--- src/rtl/xillybus_mem_bank.sv ---
// Seekable DEPTH x DATA_W register bank behind a Xillybus addressed stream pair,
// with power-up clear, wrap/EOF pointer mode, read coherency bypass and a hardware port.
module xillybus_mem_bank #(
  parameter int DATA_W = 8,
  parameter int ADDR_W = 5,
  parameter int WRAP   = 1
) (
  input  logic              bus_clk,
  input  logic              bus_reset_n,
  input  logic              user_w_mem_wren,
  input  logic [DATA_W-1:0] user_w_mem_data,
  output logic              user_w_mem_full,
  input  logic              user_w_mem_open,
  input  logic              user_r_mem_rden,
  output logic [DATA_W-1:0] user_r_mem_data,
  output logic              user_r_mem_empty,
  output logic              user_r_mem_eof,
  input  logic              user_r_mem_open,
  input  logic [ADDR_W-1:0] user_mem_addr,
  input  logic              user_mem_addr_update,
  input  logic [ADDR_W-1:0] hw_addr,
  input  logic              hw_wren,
  input  logic [DATA_W-1:0] hw_wdata,
  output logic [DATA_W-1:0] hw_rdata,
  output logic              hw_collision
);

  localparam int                DEPTH    = 2 ** ADDR_W;
  localparam logic [ADDR_W-1:0] LAST     = ADDR_W'(DEPTH - 1);
  localparam bit                EOF_MODE = (WRAP == 0);

  typedef enum logic [1:0] {S_CLEAR, S_FETCH, S_VALID, S_END} state_t;

  state_t            state, state_next;
  logic [DATA_W-1:0] mem [DEPTH];
  logic [ADDR_W-1:0] clr_ptr, wr_ptr, rd_ptr, rd_ptr_next, present_addr;
  logic              wr_end, stream_we, read_acc, load_data;
  logic [DATA_W-1:0] data_next;

  assign user_w_mem_full  = (state == S_CLEAR) | (EOF_MODE & wr_end);
  assign user_r_mem_empty = (state != S_VALID);
  assign user_r_mem_eof   = (state == S_END);

  assign stream_we = user_w_mem_wren & user_w_mem_open & ~user_w_mem_full;
  assign read_acc  = user_r_mem_rden & user_r_mem_open & (state == S_VALID)
                   & ~user_mem_addr_update;

  // NOTE: every always_comb output gets a default first so no path leaves a latch.
  always_comb begin
    state_next   = state;
    rd_ptr_next  = rd_ptr;
    present_addr = rd_ptr;
    load_data    = 1'b0;
    case (state)
      S_CLEAR: if (clr_ptr == LAST) state_next = S_FETCH;
      S_FETCH: begin
        if (!user_mem_addr_update) begin
          load_data  = 1'b1;
          state_next = S_VALID;
        end
      end
      S_VALID: begin
        if (user_mem_addr_update) begin
          state_next = S_FETCH;
        end else begin
          load_data = 1'b1;
          if (read_acc) begin
            if (EOF_MODE && rd_ptr == LAST) begin
              state_next = S_END;
              load_data  = 1'b0;
            end else begin
              rd_ptr_next  = rd_ptr + ADDR_W'(1);
              present_addr = rd_ptr_next;
            end
          end
        end
      end
      S_END: if (user_mem_addr_update) state_next = S_FETCH;
      default: state_next = S_CLEAR;
    endcase

    // Same-cycle writes to the word about to be presented bypass the array;
    // the stream write is applied last so it wins over the hardware write.
    data_next = mem[present_addr];
    if (hw_wren && hw_addr == present_addr) data_next = hw_wdata;
    if (stream_we && wr_ptr == present_addr) data_next = user_w_mem_data;
  end

  // NOTE: the array itself has no reset; the CLEAR sequence zeroes it after every reset.
  // Later assignments win, giving CLEAR > stream > hardware priority on a shared address.
  always_ff @(posedge bus_clk) begin
    if (bus_reset_n) begin
      if (hw_wren)            mem[hw_addr] <= hw_wdata;
      if (stream_we)          mem[wr_ptr]  <= user_w_mem_data;
      if (state == S_CLEAR)   mem[clr_ptr] <= '0;
    end
  end

  // NOTE: sequential state uses non-blocking assignments so all registers see pre-edge values.
  always_ff @(posedge bus_clk) begin
    if (!bus_reset_n) begin
      state           <= S_CLEAR;
      clr_ptr         <= '0;
      wr_ptr          <= '0;
      rd_ptr          <= '0;
      wr_end          <= 1'b0;
      user_r_mem_data <= '0;
      hw_rdata        <= '0;
      hw_collision    <= 1'b0;
    end else begin
      state        <= state_next;
      hw_rdata     <= mem[hw_addr];
      hw_collision <= hw_wren & stream_we & (hw_addr == wr_ptr);
      if (state == S_CLEAR) clr_ptr <= clr_ptr + ADDR_W'(1);
      if (load_data) user_r_mem_data <= data_next;
      // A seek overrides both pointer advances; the write data still lands at the old wr_ptr.
      if (user_mem_addr_update) begin
        wr_ptr <= user_mem_addr;
        rd_ptr <= user_mem_addr;
        wr_end <= 1'b0;
      end else begin
        rd_ptr <= rd_ptr_next;
        if (stream_we) begin
          wr_ptr <= wr_ptr + ADDR_W'(1);
          if (EOF_MODE && wr_ptr == LAST) wr_end <= 1'b1;
        end
      end
    end
  end

endmodule

--- config.mk ---
export PLATFORM = sky130hd
export DESIGN_NAME = xillybus_mem_bank
export DESIGN_NICKNAME = d
export VERILOG_FILES = /design/src/rtl/xillybus_mem_bank.sv
export SDC_FILE = /design/constraint.sdc
export NUM_CORES = 1
export LEC_CHECK = 0
export ABC_AREA = 1
export CAP_MARGIN = 20
export CORE_ASPECT_RATIO = 0.8
export CORE_UTILIZATION = 52
export DETAILED_ROUTE_END_ITERATION = 8
export HOLD_SLACK_MARGIN = 0.06
export PLACE_DENSITY = 0.69
export SLEW_MARGIN = 40
export SYNTH_ARGS = -nofsm -noshare
export SYNTH_HDL_FRONTEND = slang
export SYNTH_SLANG_ARGS = --single-unit
--- constraint.sdc ---
create_clock -name bus_clk -period 3.5 [get_ports bus_clk]
set_input_delay 0.35 -clock bus_clk [delete_from_list [all_inputs] [get_ports bus_clk]]
set_output_delay 0.35 -clock bus_clk [all_outputs]
set_load 0.05 [all_outputs]
# Word-level counts from Yosys, hierarchy flattened

Memory sizes are Yosys's and may differ from the RTL's. A register that Yosys moved wholly into a read port is not among the register bits.
Index checks and enable logic that the tools add are counted.

Add/subtract/negate cells: 3
Equal/unequal tests: 9
Muxes and demuxes: 25
Bitwise gates (word level): 9
Reductions and logical operators: 9

Operator list:

| cell                                                                   | number |
|---|---|
| 5-bit two-way mux                                                      | 8 |
| 5-bit by 1-bit adder with 5-bit output (second input constant)         | 3 |
| 1-bit two-way mux                                                      | 12 |
| 8-bit two-way mux                                                      | 1 |
| 8-bit OR reduction                                                     | 1 |
| 1-bit bitwise AND                                                      | 7 |
| 2-bit two-way mux                                                      | 3 |
| 2-bit one-hot mux with 3 select lines                                  | 1 |
| 5-bit equality test                                                    | 1 |
| 5-bit equality test (second input constant)                            | 1 |
| 2-bit equality test (second input constant)                            | 2 |
| 2-bit by 1-bit != test with 1-bit output (second input constant)       | 2 |
| 2-bit != test (second input constant)                                  | 2 |
| 2-bit nonzero test                                                     | 2 |
| 2-bit OR reduction                                                     | 2 |
| 3-bit AND reduction                                                    | 1 |
| 2-bit by 1-bit equality test with 1-bit output (second input constant) | 1 |
| 1-bit logical NOT                                                      | 2 |
| 2-bit logical NOT                                                      | 1 |
| 1-bit inverter                                                         | 2 |

Register bits: 18
Memory bits (writable): 256
Bits of input ports: 34
Output and inout bits: 20
Word-level logic and storage cells: 61
Memories: 1

Memories:

| memory | depth | bits a word | rd ports | clocked after Yosys merged registers in | write ports | line | RTL |
|---|---|---|---|---|---|---|---|
| mem    | 32    | 8           | 2        | 2                                       | 2           | 35   | `logic [DATA_W-1:0] mem [DEPTH];` |

# Logic depth before layout (Yosys ltp)

Depth after elaboration: 7
Depth in mapped cells: 18
Mapped depth without buffers: 17

# Least setup slack after synthesis

OpenSTA, ideal clock, no wires.

Path type: register -> register
Start point: register state[0]
End point: memory mem[5][0], enable pin
Setup time: 384 ps
Arrival: 2513 ps
Data required time: 3116 ps
Setup slack: 603 ps
Stages on the path, launching flop included: 12
Path buffers: 1
Period minus slack after synthesis: 2897 ps
Cells stage by stage: dfxtp_1 > inv_1 > ha_1 > inv_1 > a21oi_1 > inv_1 > nor2_1 > inv_1 > nor2_4 > nand2_1 > clkbuf_1 > o21ai_0

RTL lines:

| what                     | line | RTL |
|---|---|---|
| start: declaration       | 34   | `state_t state, state_next;` |
| start signal: assignment | 111  | `state <= state_next;` |
| end: declaration         | 35   |  |

# Worst setup path in the final report

Start point: register state[0]
End point: register user_r_mem_data[7] (read register of mem)

Longest elaborated chain between the ends: 6
Elaborated cells between the ends (all ways): 9
Classes of those cells: eq/ne (2); mux (4); bitwise (2); reduce/logical (1)

RTL lines:

| what                | line   | RTL |
|---|---|---|
| 2-bit equality test | 45, 54 |  |
| 1-bit bitwise AND   | 45     | `assign read_acc = user_r_mem_rden & user_r_mem_open & (state == S_VALID)` |
| 1-bit bitwise AND   | 46     | `& ~user_mem_addr_update;` |
| 5-bit two-way mux   | 67     | `if (read_acc) begin` |
| 5-bit two-way mux   | 63     | `if (user_mem_addr_update) begin` |
| 5-bit two-way mux   | 54     | `case (state)` |
| end: declaration    | 15     | `output logic [DATA_W-1:0] user_r_mem_data,` |

Parallel ways exist; a longest one is shown, timed or not.
A chain may end at the register's enable or synchronous reset.

==> impl_metrics.ini <==
[timing]
setup_tns_ns = 0
finalCriticalPeriod_ns = 3.09
finalCritPeriodShare_pct = 88.3
finalClockSkew_ns = 0.0220
tightest_slew_ns = 0.812
relSlewSlack_pct = 45.5
hold_slack_ns = 0.379
setup_viol = 0
rsz0062_at_grt = no
final_max_slew_viol_count = 0
fin_ws_ns = 0.409
fmaxAchievable_mhz = 324
final_hold_viol_count = 0

[power_and_ir_drop]
power.total_uw = 9300
power_leakage_uw = 0.00762
pwr_density_cell_nw_per_um2 = 476
ir_drop_mv = 0.325

[worst_setup_path]
critical-path-top-delay-family = simple AND/OR/NAND/NOR gates
worst-path-stages = 17
r2r_cells = 17
cp_cell_sequence = inv_1, ha_1, inv_2, nor2_4, nand2_2, nand2_4, nand2_4, inv_2, buf_4, nand2_1, nand3_1, nand3_1, nand3_1, nand3_1, nand3_1, a21oi_1, nor2_1
startpoint_type = flip-flop
crit_top_cell = nand3_1
cp_slowest_stage_delay_ns = 0.39
required_ns = 4.04
r2r_end = user_r_mem_data[7]
critPathBufInv = 4
worstReg2RegStart = state[0]
path_max_fanout = 26
critical_path_class = flip-flop to flip-flop
arrival_ns = 3.63
endpoint_kind = flip-flop
worst-r2r-setup-slack_ns = 0.41
cp_slowest_cell = inv_2

[yosys]
netlist_area_um2 = 17200
synth-edff-count = 256
ys_ff_latch = 290
ys_types = 42
syn_inst = 2124
synth_area_per_cell_um2 = 8.10
yosysWarningCount = 0
synth_flop_cell = edfxtp_1
yosysSeqAreaShare_pct = 48.6
async_flop_share_pct = 0
syn_nets = 2166

[hold_path]
worstHoldStart = user_mem_addr[2]
hold_depth = 3
hp-class = input pin to flip-flop
worstHoldEndpoint = rd_ptr[2]

[finish]
fill_cells = 2817
layout_common_cells = nand2_1, nand3_1, o21ai_0
nNetsFinal = 2185
fin_cells = 2594
antenna_cells = 0
final_common_cell = nand2_1
drive_gt1_share_pct = 9.88
synthToLayoutAreaGrowth_pct = 13.6

[placed_design]
pre_cts_slack_ns = 0.268
dp_cells = 2537
gp_congestion = 1.00
io_buffers = 53
hpwl_mm = 41.9

[global_routing]
grt_pass1_wl_mm = 96.5
grt_max_degree = 86
track_usage_pct = 38.7
grt_pass1_vias = 15400
overflow = 0
antenna_found_initial = 1

[floorplanning]
dieWidth_um = 205
die_h_um = 165
io_pins = 54
rows = 59
start_util_pct = 52.9
core_um2 = 32600
die_area_um2 = 33800

[clocking]
clock_latency_ns = 0.60
cts-htree-levels = 1
cts.repair.resized = 0
clkSlewWorstSetupHoldPaths_ns = 0.06
ctsHoldBuffers = 0
clk_path_buf_depth = 3
post-cts-setup-buffers = 0
numCtsBuffers = 31
cts_root_buf = clkbuf_16
clock-sinks = 290
cts_tree = built

[route]
drc = 0
drt-vias-per-instance = 6.56
wire_per_inst_um = 25.3
drt_iter0_markers = 2890
wirelength_mm = 65.6
ant_nets = 0
firstDrtPassIters = 7
routed-via-count = 17000

[outcome]
status = finished clean

[run]
maxCapViolations = 0
-- worst reg2reg max path, cell delays in order, from the launching register on --
cell and delay [ns]:
dfxtp_1 0.33, inv_1 0.11, ha_1 0.25, inv_2 0.08
nor2_4 0.12, nand2_2 0.13, nand2_4 0.09, nand2_4 0.07
inv_2 0.39, buf_4 0.41, nand2_1 0.10, nand3_1 0.10
nand3_1 0.11, nand3_1 0.17, nand3_1 0.20, nand3_1 0.20
a21oi_1 0.10, nor2_1 0.08
-- cell type report --
| class | count | area, um^2 | area share [%] |
|---|---|---|---|
| clock buffers | 45 | 858 | 4.39 |
| clock inverters | 12 | 131 | 0.672 |
| inverters | 84 | 318 | 1.63 |
| multi-input cells | 1559 | 7750 | 39.7 |
| flip-flops and latches | 290 | 8370 | 42.8 |
| well taps | 427 | 534 | 2.73 |
| repair buffers | 177 | 1580 | 8.07 |
-- worst max path at each step --
stage | startpoint | end | slack [ns]
finish | state[0] | user_r_mem_data[7] | 0.41
global route | state[0] | user_r_mem_data[3] | 0.23
CTS | state[0] | user_r_mem_data[3] | 0.49
detailed placement | user_mem_addr_update | user_r_mem_data[3] | 0.27
global placement | user_mem_addr_update | user_r_mem_data[7] | 0.38
floorplan | state[0] | mem[5][0] | 0.60
-- report_power, final --
group | internal, uW | leakage [uW] | total, uW | switching (uW)
Clock | 1910 | 0.000481 | 3340 | 1430
Combinational | 552 | 0.00456 | 1940 | 1390
Sequential | 3930 | 0.00259 | 4020 | 86.7
Total | 6390 | 0.00762 | 9300 | 2900
-- synthesized netlist by cell type, types with 3 or more instances --
library cell | count | area (um^2)
o211ai_1 | 58 | 435
a21oi_1 | 21 | 105
xor2_1 | 5 | 43.8
nor4_1 | 9 | 56.3
a22oi_1 | 64 | 480
ha_1 | 8 | 100
buf_1 | 15 | 56.3
buf_6 | 3 | 33.8
o21ai_0 | 278 | 1390
nand2_1 | 574 | 2150
nor2_1 | 38 | 143
nand3_1 | 361 | 1810
nor2_2 | 4 | 25.0
inv_2 | 6 | 22.5
o21ai_2 | 7 | 61.3
edfxtp_1 | 256 | 7690
nand2_4 | 4 | 45.0
nor3_1 | 14 | 70.1
a22o_1 | 21 | 184
or2_2 | 8 | 50.1
nor2_4 | 3 | 33.8
buf_2 | 41 | 205
a31oi_1 | 25 | 156
dfxtp_1 | 34 | 681
o21ai_1 | 40 | 200
clkbuf_1 | 128 | 480
inv_1 | 77 | 289
-- flip-flops by register name (all words and copies together) (netlist names) --
register,cells
clr_ptr,5
hw_collision,1
hw_rdata,8
mem,256
rd_ptr,5
state,2
user_r_mem_data,8
wr_ptr,5
-- metal layers --
layer  global-route usage (%)  wire [um]  vias to the layer above
li1                         -          -                     7550
met1                     53.1      25100                     7817
met2                     56.6      27700                     1414
met3                     11.3       9750                      228
met4                     17.0       2990                        2
met5                        0         13                        -
-- metrics by stage --
stage                     instance area, um^2  util (%)
final                                   19500      60.0
after global routing                    19500      60.0
after CTS                               19500      60.0
after detailed placement                18600      57.0
after global placement                  18500      57.0
after floorplan                         17200         -
-- kinds of logic after synthesis --
group / after synthesis / share of synthesized area [%]
buffers and inverters: 275 / 6.50
XOR/XNOR: 7 / 0.465
AND/OR/NAND/NOR: 1024 / 26.0
adder cells (fa/ha/maj): 8 / 0.582
flip-flops: 290 / 48.6
AO/OA/AOI/OAI: 520 / 17.9
No activity file was read; power rests on OpenSTA's default activity.
